**config.mk**
```make
export PLATFORM = sky130hd
export DESIGN_NAME = tick_counter_flat
export DESIGN_NICKNAME = d
export VERILOG_FILES = /design/src/rtl/tick_counter_pkg.sv /design/src/rtl/tick_counter_if.sv /design/src/rtl/tick_counter_delay_line.sv /design/src/rtl/tick_counter.sv /design/src/flat_wrapper.sv
export SDC_FILE = /design/constraint.sdc
export NUM_CORES = 1
export LEC_CHECK = 0
export BUFFER_PORTS_ARGS = -buffer_cell sky130_fd_sc_hd__clkbuf_2
export CAP_MARGIN = 20
export CORE_ASPECT_RATIO = 0.8
export CORE_MARGIN = 2
export CORE_UTILIZATION = 40
export CTS_CLUSTER_SIZE = 12
export DETAILED_ROUTE_END_ITERATION = 12
export PLACE_DENSITY = 0.74
export SLEW_MARGIN = 5
export SYNTH_ARGS = -nofsm -noshare
export SYNTH_HDL_FRONTEND = slang
export SYNTH_SLANG_ARGS = --single-unit
```
**constraint.sdc**
```tcl
create_clock -name clk -period 3.4 [get_ports clk]
set_clock_uncertainty 0.15 [all_clocks]
set_input_delay 0.68 -clock clk [delete_from_list [all_inputs] [get_ports clk]]
set_output_delay 0.68 -clock clk [all_outputs]
set_load 0.03 [all_outputs]
```
**src/rtl/tick_counter_pkg.sv**
```systemverilog
// Shared constants and types for the modulo tick counter.
// Holds the watch cascade moduli, widths and output alignment delays.
package tick_counter_pkg;

  localparam int SEC_MOD  = 60;
  localparam int MIN_MOD  = 60;
  localparam int HOUR_MOD = 24;

  localparam int SEC_BITS  = 6;
  localparam int MIN_BITS  = 6;
  localparam int HOUR_BITS = 5;

  localparam int SEC_DLY  = 2;
  localparam int MIN_DLY  = 1;
  localparam int HOUR_DLY = 0;

  typedef enum logic [1:0] {
    EV_NONE,
    EV_CLEAR,
    EV_LOAD,
    EV_ADV
  } cnt_ev_e;

endpackage

```
**src/rtl/tick_counter_if.sv**
```systemverilog
// Control and status bundle of one tick_counter stage.
// master drives the controls, slave is the counter itself.
interface tick_counter_if #(
  parameter int COUNT_BIT = 6
) ();

  logic                 i_run_en;
  logic                 i_tick;
  logic                 i_dir;
  logic [COUNT_BIT-1:0] i_mod;
  logic                 i_clear;
  logic                 i_load;
  logic [COUNT_BIT-1:0] i_load_val;
  logic                 o_tick;
  logic [COUNT_BIT-1:0] o_cnt_val;
  logic                 o_load_err;

  modport master (
    output i_run_en, i_tick, i_dir, i_mod,
    output i_clear, i_load, i_load_val,
    input  o_tick, o_cnt_val, o_load_err
  );

  modport slave (
    input  i_run_en, i_tick, i_dir, i_mod,
    input  i_clear, i_load, i_load_val,
    output o_tick, o_cnt_val, o_load_err
  );

endinterface

```
**src/rtl/tick_counter_delay_line.sv**
```systemverilog
// Fixed-depth register pipeline with synchronous reset.
// DEPTH of zero passes the input straight through.
module delay_line #(
  parameter int WIDTH = 8,
  parameter int DEPTH = 0
) (
  input  logic             clk,
  input  logic             reset,
  input  logic [WIDTH-1:0] d,
  output logic [WIDTH-1:0] q
);

  localparam int SZ = (DEPTH < 1) ? 1 : DEPTH;

  generate
    if (DEPTH < 0 || DEPTH > 3) begin : g_bad_depth
      $fatal(1, "delay_line: DEPTH must be 0..3");
    end
  endgenerate

  logic [WIDTH-1:0] stage_q [SZ];
  logic [WIDTH-1:0] stage_d [SZ];

  // shift: stage 0 takes the input, others take their predecessor
  always_comb begin
    stage_d[0] = d;
    for (int i = 1; i < SZ; i++) begin
      stage_d[i] = stage_q[i-1];
    end
  end

  // pipeline registers, cleared by reset
  always_ff @(posedge clk) begin
    if (reset) begin
      for (int i = 0; i < SZ; i++) begin
        stage_q[i] <= '0;
      end
    end else begin
      stage_q <= stage_d;
    end
  end

  assign q = (DEPTH == 0) ? d : stage_q[SZ-1];

endmodule

```
**src/rtl/tick_counter.sv**
```systemverilog
// Up/down modulo counter stage with carry/borrow tick output.
// Cascades into sec/min/hour chains; o_cnt_val can be delay-aligned.
module tick_counter
  import tick_counter_pkg::*;
#(
  parameter int COUNT_BIT = 6,
  parameter int MAX_CNT   = 60,
  parameter int DELAY_OUT = 0
) (
  input  logic           clk,
  input  logic           reset,
  tick_counter_if.slave  bus
);

  localparam int W = COUNT_BIT + 1;

  generate
    if (MAX_CNT < 2 || MAX_CNT > (1 << COUNT_BIT)) begin : g_bad_max
      $fatal(1, "tick_counter: MAX_CNT out of range");
    end
    if (DELAY_OUT < 0 || DELAY_OUT > 3) begin : g_bad_dly
      $fatal(1, "tick_counter: DELAY_OUT must be 0..3");
    end
  endgenerate

  logic [COUNT_BIT-1:0] cnt_q, cnt_d;
  logic                 tick_q, tick_d;
  logic                 err_q, err_d;
  logic [W-1:0]         mod_w;
  logic [W-1:0]         mod_eff;
  logic [COUNT_BIT-1:0] m_last;
  logic                 load_ok;
  cnt_ev_e              ev;

  // effective modulus: fall back to MAX_CNT for unusable i_mod
  always_comb begin
    mod_w = {1'b0, bus.i_mod};
    if (mod_w >= W'(2) && mod_w <= W'(MAX_CNT)) begin
      mod_eff = mod_w;
    end else begin
      mod_eff = W'(MAX_CNT);
    end
    m_last  = COUNT_BIT'(mod_eff - W'(1));
    load_ok = {1'b0, bus.i_load_val} < mod_eff;
  end

  // pick the single winning event: clear > load > advance
  always_comb begin
    ev = EV_NONE;
    if (bus.i_clear) begin
      ev = EV_CLEAR;
    end else if (bus.i_load) begin
      ev = EV_LOAD;
    end else if (bus.i_run_en && bus.i_tick) begin
      ev = EV_ADV;
    end
  end

  // next count, wrap tick and load error for the chosen event
  always_comb begin
    cnt_d  = cnt_q;
    tick_d = 1'b0;
    err_d  = 1'b0;
    unique case (ev)
      EV_CLEAR: cnt_d = '0;
      EV_LOAD: begin
        if (load_ok) begin
          cnt_d = bus.i_load_val;
        end else begin
          cnt_d = '0;
          err_d = 1'b1;
        end
      end
      EV_ADV: begin
        if (!bus.i_dir) begin
          if (cnt_q >= m_last) begin
            cnt_d  = '0;
            tick_d = 1'b1;
          end else begin
            cnt_d = cnt_q + COUNT_BIT'(1);
          end
        end else begin
          if (cnt_q == '0) begin
            cnt_d  = m_last;
            tick_d = 1'b1;
          end else if (cnt_q > m_last) begin
            cnt_d = m_last;
          end else begin
            cnt_d = cnt_q - COUNT_BIT'(1);
          end
        end
      end
      default: ;
    endcase
  end

  // state registers
  always_ff @(posedge clk) begin
    if (reset) begin
      cnt_q  <= '0;
      tick_q <= 1'b0;
      err_q  <= 1'b0;
    end else begin
      cnt_q  <= cnt_d;
      tick_q <= tick_d;
      err_q  <= err_d;
    end
  end

  assign bus.o_tick     = tick_q;
  assign bus.o_load_err = err_q;

  delay_line #(
    .WIDTH (COUNT_BIT),
    .DEPTH (DELAY_OUT)
  ) u_dly (
    .clk   (clk),
    .reset (reset),
    .d     (cnt_q),
    .q     (bus.o_cnt_val)
  );

endmodule

```
**src/flat_wrapper.sv**
```systemverilog
// flat-port wrapper written by rule: the top's interface ports become plain ports
module tick_counter_flat import tick_counter_pkg::*;
#(
  parameter int COUNT_BIT = 6,
  parameter int MAX_CNT   = 60,
  parameter int DELAY_OUT = 0
)
  (clk, reset, bus_i_run_en, bus_i_tick, bus_i_dir, bus_i_mod, bus_i_clear, bus_i_load, bus_i_load_val, bus_o_tick, bus_o_cnt_val, bus_o_load_err);
  tick_counter_if #(.COUNT_BIT(COUNT_BIT)) bus_i ();
  input  logic clk;
  input  logic reset;
  input wire logic [$bits(bus_i.i_run_en)-1:0] bus_i_run_en;
  input wire logic [$bits(bus_i.i_tick)-1:0] bus_i_tick;
  input wire logic [$bits(bus_i.i_dir)-1:0] bus_i_dir;
  input wire logic [$bits(bus_i.i_mod)-1:0] bus_i_mod;
  input wire logic [$bits(bus_i.i_clear)-1:0] bus_i_clear;
  input wire logic [$bits(bus_i.i_load)-1:0] bus_i_load;
  input wire logic [$bits(bus_i.i_load_val)-1:0] bus_i_load_val;
  output wire logic [$bits(bus_i.o_tick)-1:0] bus_o_tick;
  output wire logic [$bits(bus_i.o_cnt_val)-1:0] bus_o_cnt_val;
  output wire logic [$bits(bus_i.o_load_err)-1:0] bus_o_load_err;
  assign bus_i.i_run_en = bus_i_run_en;
  assign bus_i.i_tick = bus_i_tick;
  assign bus_i.i_dir = bus_i_dir;
  assign bus_i.i_mod = bus_i_mod;
  assign bus_i.i_clear = bus_i_clear;
  assign bus_i.i_load = bus_i_load;
  assign bus_i.i_load_val = bus_i_load_val;
  assign bus_o_tick = bus_i.o_tick;
  assign bus_o_cnt_val = bus_i.o_cnt_val;
  assign bus_o_load_err = bus_i.o_load_err;
  tick_counter #(.COUNT_BIT(COUNT_BIT), .MAX_CNT(MAX_CNT), .DELAY_OUT(DELAY_OUT)) u_core (.clk(clk), .reset(reset), .bus(bus_i));
endmodule
```
==> impl_metrics.env <==
export IMPL_slowest_stage="a221o_1"
export IMPL_rows=17
export IMPL_peakVddDrop_mv=0.190
export IMPL_worstPathArrival_ps=3370
export IMPL_io_buffers=26
export IMPL_final_hold_viol_count=0
export IMPL_syn_nets=177
export IMPL_cts_htree_levels=1
export IMPL_cts_hold_buf=0
export IMPL_antenna_found_initial=0
export IMPL_worst_setup_path_end_kind="flip-flop"
export IMPL_slew_violations=0
export IMPL_hp_class="in2reg"
export IMPL_path_class="in2reg"
export IMPL_start_kind="input port"
export IMPL_ys_flop_type="dfxtp_1"
export IMPL_switching_share_pct=43.1
export IMPL_synth_top_cell_by_area="dfxtp_1"
export IMPL_p_int_uw=289
export IMPL_layout_drive_gt1_share_pct=38.1
export IMPL_ctsLongestPathBuffers=2
export IMPL_async_flop_share_pct=0
export IMPL_grt_pass1_vias=1337
export IMPL_syn_area_um2=1140
export IMPL_synth_cell_type_count=50
export IMPL_grt_max_degree=13
export IMPL_p_per_area_nw_per_um2=327
export IMPL_final_cells=235
export IMPL_drt_first_pass_iters=10
export IMPL_route_detailed_wl_per_inst_um=16.2
export IMPL_min_period_over_period_pct=97.9
export IMPL_n_antenna_cell=0
export IMPL_placed_area_um2=1480
export IMPL_core_um2=2740
export IMPL_cts_tree="yes"
export IMPL_max_slew_margin_pct=52.8
export IMPL_combPwrFrac_pct=59.1
export IMPL_synth_edf_count=0
export IMPL_path_clk_slew_ps=60
export IMPL_fin_area_um2=1550
export IMPL_cp_required_ps=3440
export IMPL_max_freq_mhz=301
export IMPL_final_common_cell="buf_4"
export IMPL_ys_seq_elements=8
export IMPL_grtUsageMet1_pct=31.5
export IMPL_synth_warning_count=0
export IMPL_dieArea_um2=3310
export IMPL_globalRouteMet2Util_pct=38.2
export IMPL_dieWidth_um=63.8
export IMPL_synth_area_top_cells="dfxtp_1 (14%), ha_1 (12%), nor2_1 (4.6%)"
export IMPL_vias=1421
export IMPL_viasPerCell=6.05
export IMPL_whs_ps=490
export IMPL_busiest_layer="met2"
export IMPL_die_h_um=51.9
export IMPL_power_leakage_nw=0.702
export IMPL_crit_path_frequent_cell="buf_4"
export IMPL_dr_first_iter_drc_count=96
export IMPL_dp_hpwl_um=2890
export IMPL_ys_seq_area_share_pct=14.0
export IMPL_p_switching_uw=219
export IMPL_r2r_cells=9
export IMPL_root_buffer="clkbuf_4"
export IMPL_mostFrequentLayoutCells="buf_4 (28), clkbuf_2 (26), nor2_1 (12), ha_1 (11)"
export IMPL_outcome="completed"
export IMPL_p_seq_share_pct=25.3
export IMPL_synthCells=147
export IMPL_hold_depth=3
export IMPL_place_congestion=0.889
export IMPL_clk_latency_ps=270
export IMPL_initial_core_util_pct=41.7
export IMPL_grt_pass1_wl_um=6130
export IMPL_cp_cell_sequence="clkbuf_2, or2_2, a2111oi_4, a21oi_2, ha_1, a211o_1, buf_4, a221o_1, o21ai_4, o21bai_4, buf_4, a31o_1, o21ai_2"
export IMPL_grt_met3_usage_pct=2.60
export IMPL_clkPwrFrac_pct=15.6
export IMPL_drt_total_wl_um=3800
export IMPL_dp_cells=231
export IMPL_path_max_fanout=5
export IMPL_cts_buffers=3
export IMPL_layout_min_cycle_time_ps=3330
export IMPL_maxCapViolations=0
export IMPL_setup_viol=0
export IMPL_tns_ps=0
export IMPL_worst_pin_slew_ps=702
export IMPL_clock_sinks=8
export IMPL_route_detailed_drc=0
export IMPL_io_pins=27
export IMPL_grt_total_usage_pct=23.7
export IMPL_slowest_delay_ps=380
export IMPL_global_route_overflow_total=0
export IMPL_design_final_nets=229
export IMPL_antenna_left=0
export IMPL_syn_to_final_growth_pct=35.7
export IMPL_power_total_uw=508
export IMPL_avgSynthCellArea_um2=7.79
export IMPL_synth_top_cell_area_share_pct=14.0
## area by class of cell
| class | instances | area (um2) |
|---|---|---|
| repair buffers | 54 | 340 |
| clock buffers | 3 | 22.5 |
| fillers | 248 | 1190 |
| multi-input cells | 123 | 950 |
| inverters | 9 | 33.8 |
| flip-flops and latches | 8 | 160 |
| well taps | 38 | 47.5 |
## flip-flops by register name, summed over array words and instances (netlist names)
| name | count |
|---|---|
| u_core.bus.o_load_err | 1 |
| u_core.cnt_q | 6 |
| u_core.bus.o_tick | 1 |
## what timing repair did
action / CTS / global route
hold endpoints to repair: 0 / 0
buffers inserted: 0 / 1
endpoints found under the setup margin: 0 / 6
resized for setup: 0 / 9
## stage by stage
stage | utilization (%) | setup WS (ps)
after floorplan | - | 4.54
after global placement | 53.9 | -172
after detailed placement | 53.9 | -248
after CTS | 54.8 | 0.473
after global routing | 56.6 | -41.6
final | 56.6 | 72.7
## power by group through the flow
stage	Clock [mW]	Sequential, mW	Combinational (mW)
6_report	0.0792	0.129	0.300
5_1_grt	0.0840	0.131	0.327
4_1_cts	0.0790	0.129	0.282
3_5_place_dp	0	0.130	0.280
3_3_place_gp	0	0.130	0.269
2_1_floorplan	0	0.128	0.185
## synth_stat cells, types with 2 or more instances
cell type	number
ha_1	11
clkbuf_1	4
or2_2	3
o21bai_1	2
xnor2_1	5
o21ai_0	5
a22oi_1	4
nor3_1	5
or3_1	2
a31oi_1	3
o21ai_2	2
a21oi_1	10
a221o_1	4
o211ai_1	2
inv_1	9
buf_6	2
o21a_1	2
a32o_1	2
dfxtp_1	8
mux2i_1	3
nand4_1	3
a31o_2	2
nor2_1	14
nand2_1	9
nand3_1	6
## kinds of logic (layout without fill, tap and decap cells)
family	after synthesis	after routing	synth area share [%]
flops	8	8	14.0
xor+xnor	6	6	4.59
compound gates	52	52	35.6
simple gates	50	50	22.3
buf+inv	16	66	6.88
fa+ha+maj	11	11	12.0
mux	4	4	4.59
## worst max-delay path, delay by kind of cell
| family | cells | cell delay (ps) |
|---|---|---|
| compound gates | 8 | 1650 |
| fa+ha+maj | 1 | 330 |
| buf+inv | 3 | 380 |
| simple gates | 1 | 330 |
## per-layer routing
layer / part of all wire, % / wire length (um)
met1: 43 / 1640
met2: 45 / 1700
met5: 0 / 0
met3: 7.6 / 289
met4: 4.5 / 172
## path summary, 6_finish.rpt
kind                   startpoint                     to  slack, ps
setup / recovery     bus_i_mod[4]        u_core.cnt_q[3]         70
hold / removal         bus_i_load  u_core.bus.o_load_err        490
hold reg to reg   u_core.cnt_q[5]        u_core.cnt_q[5]        570
setup reg to reg  u_core.cnt_q[3]        u_core.cnt_q[3]        740
No activity file was read; power rests on OpenSTA's default activity.
